$ cat src/rtl/usb_reg_pkg.sv
// Shared types and default widths for the USB register bus responder.
package usb_reg_pkg;

  localparam int BYTECNT_SIZE_DEF = 7;
  localparam int ADDR_WIDTH_DEF   = 8;

  // Responder FSM states
  typedef enum logic [2:0] {
    ST_IDLE      = 3'd0,
    ST_ADDR      = 3'd1,
    ST_WR_STROBE = 3'd2,
    ST_WR_HOLD   = 3'd3,
    ST_RD_STROBE = 3'd4,
    ST_RD_HOLD   = 3'd5
  } reg_state_e;

endpackage

$ cat src/rtl/usb_reg_responder_if.sv
// Parallel USB register bus as seen at the FPGA pins (data tristate split
// into din/dout/isout; the top level owns the pad).
interface usb_reg_responder_if #(
  parameter int pADDR_WIDTH = 8
);
  logic [pADDR_WIDTH-1:0] USB_Addr;
  logic [7:0]             usb_din;
  logic [7:0]             usb_dout;
  logic                   usb_isout;
  logic                   USB_RDn;
  logic                   USB_WRn;
  logic                   USB_CEn;
  logic                   USB_ALEn;

  // Host side drives address, data and strobes
  modport master (
    output USB_Addr, usb_din, USB_RDn, USB_WRn, USB_CEn, USB_ALEn,
    input  usb_dout, usb_isout
  );

  // Responder side returns read data and the output enable
  modport slave (
    input  USB_Addr, usb_din, USB_RDn, USB_WRn, USB_CEn, USB_ALEn,
    output usb_dout, usb_isout
  );
endinterface

$ cat src/rtl/usb_bus_sampler.sv
// Single register stage on every bus input plus one cycle of strobe
// history, producing falling-edge flags for the data strobes.
module usb_bus_sampler #(
  parameter int pADDR_WIDTH = 8
) (
  input  logic                   clk_usb,
  input  logic                   reset_n,
  input  logic [pADDR_WIDTH-1:0] addr,
  input  logic [7:0]             din,
  input  logic                   rdn,
  input  logic                   wrn,
  input  logic                   cen,
  input  logic                   alen,
  output logic [pADDR_WIDTH-1:0] s_addr,
  output logic [7:0]             s_din,
  output logic                   s_rdn,
  output logic                   s_wrn,
  output logic                   s_cen,
  output logic                   s_alen,
  output logic                   wr_fall,
  output logic                   rd_fall
);

  logic p_rdn;
  logic p_wrn;

  // Sample the bus; strobes reset to their inactive (high) level so that
  // releasing reset can never look like a falling edge.
  always_ff @(posedge clk_usb or negedge reset_n) begin
    if (!reset_n) begin
      s_addr <= '0;
      s_din  <= '0;
      s_rdn  <= 1'b1;
      s_wrn  <= 1'b1;
      s_cen  <= 1'b1;
      s_alen <= 1'b1;
      p_rdn  <= 1'b1;
      p_wrn  <= 1'b1;
    end else begin
      s_addr <= addr;
      s_din  <= din;
      s_rdn  <= rdn;
      s_wrn  <= wrn;
      s_cen  <= cen;
      s_alen <= alen;
      p_rdn  <= s_rdn;
      p_wrn  <= s_wrn;
    end
  end

  assign wr_fall = p_wrn & ~s_wrn;
  assign rd_fall = p_rdn & ~s_rdn;

endmodule

$ cat src/rtl/usb_reg_responder.sv
// Target-side responder for the SAM3U parallel register bus. Latches the
// register address during ALE, turns each data strobe into a one-cycle
// reg_read/reg_write pulse and auto-increments the byte index.
module usb_reg_responder
  import usb_reg_pkg::*;
#(
  parameter int pBYTECNT_SIZE = BYTECNT_SIZE_DEF,
  parameter int pADDR_WIDTH   = ADDR_WIDTH_DEF
) (
  input  logic                     clk_usb,
  input  logic                     reset_n,
  usb_reg_responder_if.slave       bus,
  output logic [pADDR_WIDTH-1:0]   reg_address,
  output logic [pBYTECNT_SIZE-1:0] reg_bytecnt,
  output logic                     reg_addrvalid,
  output logic [7:0]               reg_datao,
  input  logic [7:0]               reg_datai,
  output logic                     reg_write,
  output logic                     reg_read
);

  logic [pADDR_WIDTH-1:0] s_addr;
  logic [7:0]             s_din;
  logic                   s_rdn;
  logic                   s_wrn;
  logic                   s_cen;
  logic                   s_alen;
  logic                   wr_fall;
  logic                   rd_fall;

  reg_state_e state;
  logic [7:0] dout_q;
  logic       isout_q;

  usb_bus_sampler #(
    .pADDR_WIDTH (pADDR_WIDTH)
  ) u_sampler (
    .clk_usb (clk_usb),
    .reset_n (reset_n),
    .addr    (bus.USB_Addr),
    .din     (bus.usb_din),
    .rdn     (bus.USB_RDn),
    .wrn     (bus.USB_WRn),
    .cen     (bus.USB_CEn),
    .alen    (bus.USB_ALEn),
    .s_addr  (s_addr),
    .s_din   (s_din),
    .s_rdn   (s_rdn),
    .s_wrn   (s_wrn),
    .s_cen   (s_cen),
    .s_alen  (s_alen),
    .wr_fall (wr_fall),
    .rd_fall (rd_fall)
  );

  assign bus.usb_dout  = dout_q;
  assign bus.usb_isout = isout_q;

  // Bus FSM: address latch, strobe generation, hold/abort and byte counter.
  // Write is checked before read in IDLE so a simultaneous fall drops the read.
  always_ff @(posedge clk_usb or negedge reset_n) begin
    if (!reset_n) begin
      state         <= ST_IDLE;
      reg_address   <= '0;
      reg_bytecnt   <= '0;
      reg_addrvalid <= 1'b0;
      reg_datao     <= '0;
      reg_write     <= 1'b0;
      reg_read      <= 1'b0;
      dout_q        <= '0;
      isout_q       <= 1'b0;
    end else begin
      reg_write <= 1'b0;
      reg_read  <= 1'b0;
      case (state)
        ST_IDLE: begin
          if (!s_cen && !s_alen) begin
            state         <= ST_ADDR;
            reg_address   <= s_addr;
            reg_bytecnt   <= '0;
            reg_addrvalid <= 1'b1;
          end else if (!s_cen && s_alen && wr_fall) begin
            state     <= ST_WR_STROBE;
            reg_write <= 1'b1;
            reg_datao <= s_din;
          end else if (!s_cen && s_alen && rd_fall) begin
            state    <= ST_RD_STROBE;
            reg_read <= 1'b1;
          end
        end
        ST_ADDR: begin
          // Keep tracking the address while ALE is held; leave once it is
          // released (or the chip is deselected).
          if (s_alen || s_cen) begin
            state <= ST_IDLE;
          end else begin
            reg_address   <= s_addr;
            reg_bytecnt   <= '0;
            reg_addrvalid <= 1'b1;
          end
        end
        ST_WR_STROBE: begin
          state <= ST_WR_HOLD;
        end
        ST_WR_HOLD: begin
          // Deselect mid-strobe aborts without consuming a byte index
          if (s_cen) begin
            state <= ST_IDLE;
          end else if (s_wrn) begin
            state       <= ST_IDLE;
            reg_bytecnt <= reg_bytecnt + 1'b1;
          end
        end
        ST_RD_STROBE: begin
          // reg_datai is valid this cycle; hold it on the pins for the host
          state   <= ST_RD_HOLD;
          dout_q  <= reg_datai;
          isout_q <= 1'b1;
        end
        ST_RD_HOLD: begin
          if (s_cen) begin
            state   <= ST_IDLE;
            isout_q <= 1'b0;
          end else if (s_rdn) begin
            state       <= ST_IDLE;
            isout_q     <= 1'b0;
            reg_bytecnt <= reg_bytecnt + 1'b1;
          end
        end
        default: state <= ST_IDLE;
      endcase
    end
  end

endmodule
$ cat src/flat_wrapper.sv
// flat-port wrapper written by rule: the top's interface ports become plain ports
module usb_reg_responder_flat import usb_reg_pkg::*;
#(
  parameter int pBYTECNT_SIZE = BYTECNT_SIZE_DEF,
  parameter int pADDR_WIDTH   = ADDR_WIDTH_DEF
)
  (clk_usb, reset_n, reg_address, reg_bytecnt, reg_addrvalid, reg_datao, reg_datai, reg_write, reg_read, bus_USB_Addr, bus_usb_din, bus_USB_RDn, bus_USB_WRn, bus_USB_CEn, bus_USB_ALEn, bus_usb_dout, bus_usb_isout);
  usb_reg_responder_if #(.pADDR_WIDTH(pADDR_WIDTH)) bus_i ();
  input  logic clk_usb;
  input  logic reset_n;
  output logic [pADDR_WIDTH-1:0] reg_address;
  output logic [pBYTECNT_SIZE-1:0] reg_bytecnt;
  output logic reg_addrvalid;
  output logic [7:0] reg_datao;
  input  logic [7:0] reg_datai;
  output logic reg_write;
  output logic reg_read;
  input wire logic [$bits(bus_i.USB_Addr)-1:0] bus_USB_Addr;
  input wire logic [$bits(bus_i.usb_din)-1:0] bus_usb_din;
  input wire logic [$bits(bus_i.USB_RDn)-1:0] bus_USB_RDn;
  input wire logic [$bits(bus_i.USB_WRn)-1:0] bus_USB_WRn;
  input wire logic [$bits(bus_i.USB_CEn)-1:0] bus_USB_CEn;
  input wire logic [$bits(bus_i.USB_ALEn)-1:0] bus_USB_ALEn;
  output wire logic [$bits(bus_i.usb_dout)-1:0] bus_usb_dout;
  output wire logic [$bits(bus_i.usb_isout)-1:0] bus_usb_isout;
  assign bus_i.USB_Addr = bus_USB_Addr;
  assign bus_i.usb_din = bus_usb_din;
  assign bus_i.USB_RDn = bus_USB_RDn;
  assign bus_i.USB_WRn = bus_USB_WRn;
  assign bus_i.USB_CEn = bus_USB_CEn;
  assign bus_i.USB_ALEn = bus_USB_ALEn;
  assign bus_usb_dout = bus_i.usb_dout;
  assign bus_usb_isout = bus_i.usb_isout;
  usb_reg_responder #(.pBYTECNT_SIZE(pBYTECNT_SIZE), .pADDR_WIDTH(pADDR_WIDTH)) u_core (.clk_usb(clk_usb), .reset_n(reset_n), .bus(bus_i), .reg_address(reg_address), .reg_bytecnt(reg_bytecnt), .reg_addrvalid(reg_addrvalid), .reg_datao(reg_datao), .reg_datai(reg_datai), .reg_write(reg_write), .reg_read(reg_read));
endmodule
$ cat config.mk
export PLATFORM = sky130hd
export DESIGN_NAME = usb_reg_responder_flat
export DESIGN_NICKNAME = d
export VERILOG_FILES = /design/src/rtl/usb_reg_pkg.sv /design/src/rtl/usb_reg_responder_if.sv /design/src/rtl/usb_bus_sampler.sv /design/src/rtl/usb_reg_responder.sv /design/src/flat_wrapper.sv
export SDC_FILE = /design/constraint.sdc
export NUM_CORES = 1
export LEC_CHECK = 0
export ABC_AREA = 1
export CAP_MARGIN = 20
export CORE_ASPECT_RATIO = 0.5
export CORE_MARGIN = 1
export CORE_UTILIZATION = 43
export DETAILED_ROUTE_END_ITERATION = 16
export HOLD_SLACK_MARGIN = 0.1
export PLACE_DENSITY = 0.74
export SETUP_SLACK_MARGIN = 0.15
export SKIP_LAST_GASP = 1
export SLEW_MARGIN = 20
export SYNTH_ARGS = -nofsm -noshare
export SYNTH_HDL_FRONTEND = slang
export SYNTH_SLANG_ARGS = --single-unit
$ cat constraint.sdc
create_clock -name clk_usb -period 1.3 [get_ports clk_usb]
set_input_delay 0.26 -clock clk_usb [delete_from_list [all_inputs] [get_ports clk_usb]]
set_output_delay 0.26 -clock clk_usb [all_outputs]
set_load 0.1 [all_outputs]
==> qor.txt <==
Outcome = finished, violations left
Violated checks = setup timing
Syn. warnings = 0
Setup crit end kind = register
Net Count, Synth = 259
Top post-synthesis cells by area = dfrtp_1 (58%), nand2_1 (14%), dfstp_2 (6.7%)
Reg2reg path depth = 9
Pin count of the biggest net entering global routing = 61
Die area = 0.005776 sq mm
Min-delay src = bus_USB_WRn
Maxcap violations = 0
Post-synthesis cell type count = 28
Routed WL per cell = 14.59 microns
RSZ-0062 raised after global routing = yes
Synth top area share = 57.57%
Cell mode on critical path = nand2_2
Least-Margin Pin Slew = 0.3053 ns
Critical-path top delay cell = dfrtp_1
Clk Latency, worst-skew pair = 0.33 ns
Ports = 65
Clock-pin slew on the worst setup and hold paths = 0.06 ns
CTS Sinks = 60
Crit-path max cell delay = 0.40 ns
Initial drt markers = 64
R2R Path Start = u_core.state[1]$_DFFE_PN0P_
# DRC = 0
Ratio of cells with drive above 1 in the final layout = 53.47%
Final min period = 1.348 ns
Via density = 4.668
Worst Path Buf+Inv = 2
Worst-path cell chain = buf_4 -> nand3_4 -> inv_2 -> nand2_4 -> nand2_2 -> nor2_2 -> nand2_2 -> nand2_2 -> nand2_1
Crit Reg-Reg Endpoint = u_core.reg_bytecnt[6]$_DFFE_PN0P_
Post-synthesis cell count = 228
CTS tree = built
FP Rows = 18
Number of synthesized register bits = 60
Post-synthesis sequential area ratio = 64.29%
Top cell family by delay on the critical path = simple AND/OR/NAND/NOR gates
Final setup fails = 15
Gp weighted congestion = 0.8493
Core area = 0.005090 sq mm
Number of diodes = 0
H-tree depth = 3
Initial antenna violation count = 0
Critical path fanouts, max = 7
Placed cell count = 367
Startpoint types = register
Area Growth Syn to Fin = 72.92%
Clock skew = 0.009517 ns
Worst min-delay path class = in2reg
DR vias = 1,872
Vias in the first global route = 1,815
Pwr/cell area = 2666 mW/mm^2
Setup ws final = -0.04818 ns
Synth area leader = dfrtp_1
Die X = 106.5 microns
Non-Filler Instances = 401
# nets final = 357
DP Wirelength = 3.782 mm
Max Slew Vio Count = 0
Port buffer count = 64
CTS buffer count = 9
Initial Util = 46.12%
Pre-antenna DRT Iters = 4
Post-Syn Area = 0.002347 sq mm
DP Worst Slack = -0.04013 ns
Hold Crit Endpoint = u_core.u_sampler.s_wrn$_DFF_PN1_
Leakage = 1.893 nW
DRT Wirelength = 5.851 mm
Post-synth EDFFs = 0
Ys flop type = dfrtp_1
Period utilization = 103.7%
Avg Cell Area, Syn = 10.29 sq um
Peak supply drop = 1.829 mV
Global-route wire length before repair = 8.714 mm
Clock Tree Root = clkbuf_8
Post-route ant nets = 0
CTS max path bufs = 2
R2R setup slack = -0.05 ns
Fmax = 0.7417 GHz
Setup CP Type = reg2reg
CP Data Required Time = 1.51 ns
GRT Residual Overflow = 0
Die Height = 54.25 microns
Hold depth = 1
Async SR Flop Fraction = 100.0%
Relative slew slack = 79.65%
Overall routing resource usage = 20.91%
Critical path arrival = 1.56 ns
Final Hold Fails = 0
-- area by class of cell --
type / count / area (sq um)
fillers: 300 / 1031
clock inverters: 2 / 35.03
clock buffers: 14 / 162.7
repair buffers: 88 / 1216
multi-input cells: 146 / 900.9
inverters: 21 / 88.84
flip-flops and latches: 60 / 1568
well taps: 70 / 87.58
-- worst max-delay path by stage --
stage	to	depth (start not counted)	slack, ns	start
2_1_floorplan	u_core.reg_bytecnt[4]$_DFFE_PN0P_	6	-0.03	u_core.reg_bytecnt[0]$_DFFE_PN0P_
3_3_place_gp	u_core.reg_datao[7]$_DFFE_PN0P_	8	0.02	u_core.state[2]$_DFFE_PN0P_
3_5_place_dp	u_core.reg_datao[7]$_DFFE_PN0P_	8	-0.04	u_core.state[2]$_DFFE_PN0P_
4_1_cts	u_core.reg_datao[7]$_DFFE_PN0P_	7	-0.03	u_core.u_sampler.s_alen$_DFF_PN1_
5_1_grt	u_core.reg_bytecnt[6]$_DFFE_PN0P_	9	-0.12	u_core.state[1]$_DFFE_PN0P_
6_report	u_core.reg_bytecnt[6]$_DFFE_PN0P_	9	-0.05	u_core.state[1]$_DFFE_PN0P_
-- registers in the layout, indices dropped and copies added (netlist names), 3 cells and up --
register / count
u_core.reg_bytecnt: 7
u_core.u_sampler.s_din: 8
u_core.u_sampler.s_addr: 8
u_core.state: 3
u_core.bus.usb_dout: 8
u_core.reg_datao: 8
u_core.reg_address: 8
-- placed cells by master (no fill, tap or decap), types with 3 or more instances in the layout --
cell type and count:
nor2_1 11, nand2_1 64, nand2_4 8, nor2_2 3
clkbuf_8 11, mux2_2 8, clkdlybuf4s50_1 28, dfstp_2 6
inv_2 6, dfrtp_4 6, buf_12 37, clkbuf_1 3
dfrtp_1 19, buf_4 16, nand3_1 4, nor2_4 4
inv_1 12, buf_6 4, nand2_2 24, dfrtp_2 29
-- metal layers --
layer | routed length, microns | track usage, % | up-vias
met3 | 231 | 7.976 | 4
met5 | 0 | 0 | -
li1 | - | - | 905
met1 | 2283 | 24.40 | 923
met2 | 3286 | 38.31 | 40
met4 | 49 | 4.110 | 0
-- cells by family after synthesis --
kind of cell,count (synthesis),synth area share (%)
flops,60,64.29
simple gates,126,24.09
fa+ha+maj,1,0.5330
xor+xnor,3,1.120
compound gates,8,2.292
buf+inv,22,3.838
mux,8,3.838
-- power breakdown --
part	internal, W	switching [W]	total, W
logic	0.00225	0.00395	0.00620
clock network	0.000990	0.000667	0.00166
registers	0.00242	0.000537	0.00296
-- Yosys cell counts (all sizes together), types with 2 or more instances --
| cell type | number |
|---|---|
| nand3 | 7 |
| nand3b | 2 |
| o21ai | 2 |
| a21oi | 3 |
| dfrtp | 54 |
| mux2 | 8 |
| nand2 | 96 |
| dfstp | 6 |
| nor2 | 19 |
| inv | 21 |
| xor2 | 2 |
-- metrics by stage --
step	total power [W]	hold slack (ns)	setup TNS, ns	area [sq um]	util (%)
5_1_grt	0.01120	0.3205	-1.963	4059	79.74
2_1_floorplan	0.006489	-0.03559	-0.02999	2431	-
3_3_place_gp	0.008703	0.2849	0	3563	70.01
4_1_cts	0.01067	0.3171	-0.1517	3892	76.47
6_report	0.01082	0.3378	-0.3971	4059	79.74
3_5_place_dp	0.008833	0.2879	-0.1967	3563	70.01
-- what timing repair did --
action,CTS,global route
pin swaps,5,3
buffers inserted,13,4
setup endpoints to repair,71,73
hold endpoints to repair,54,0
hold buffers,1,0
gates resized for setup,7,45
Note: power is estimated with default switching activity, not from simulation.
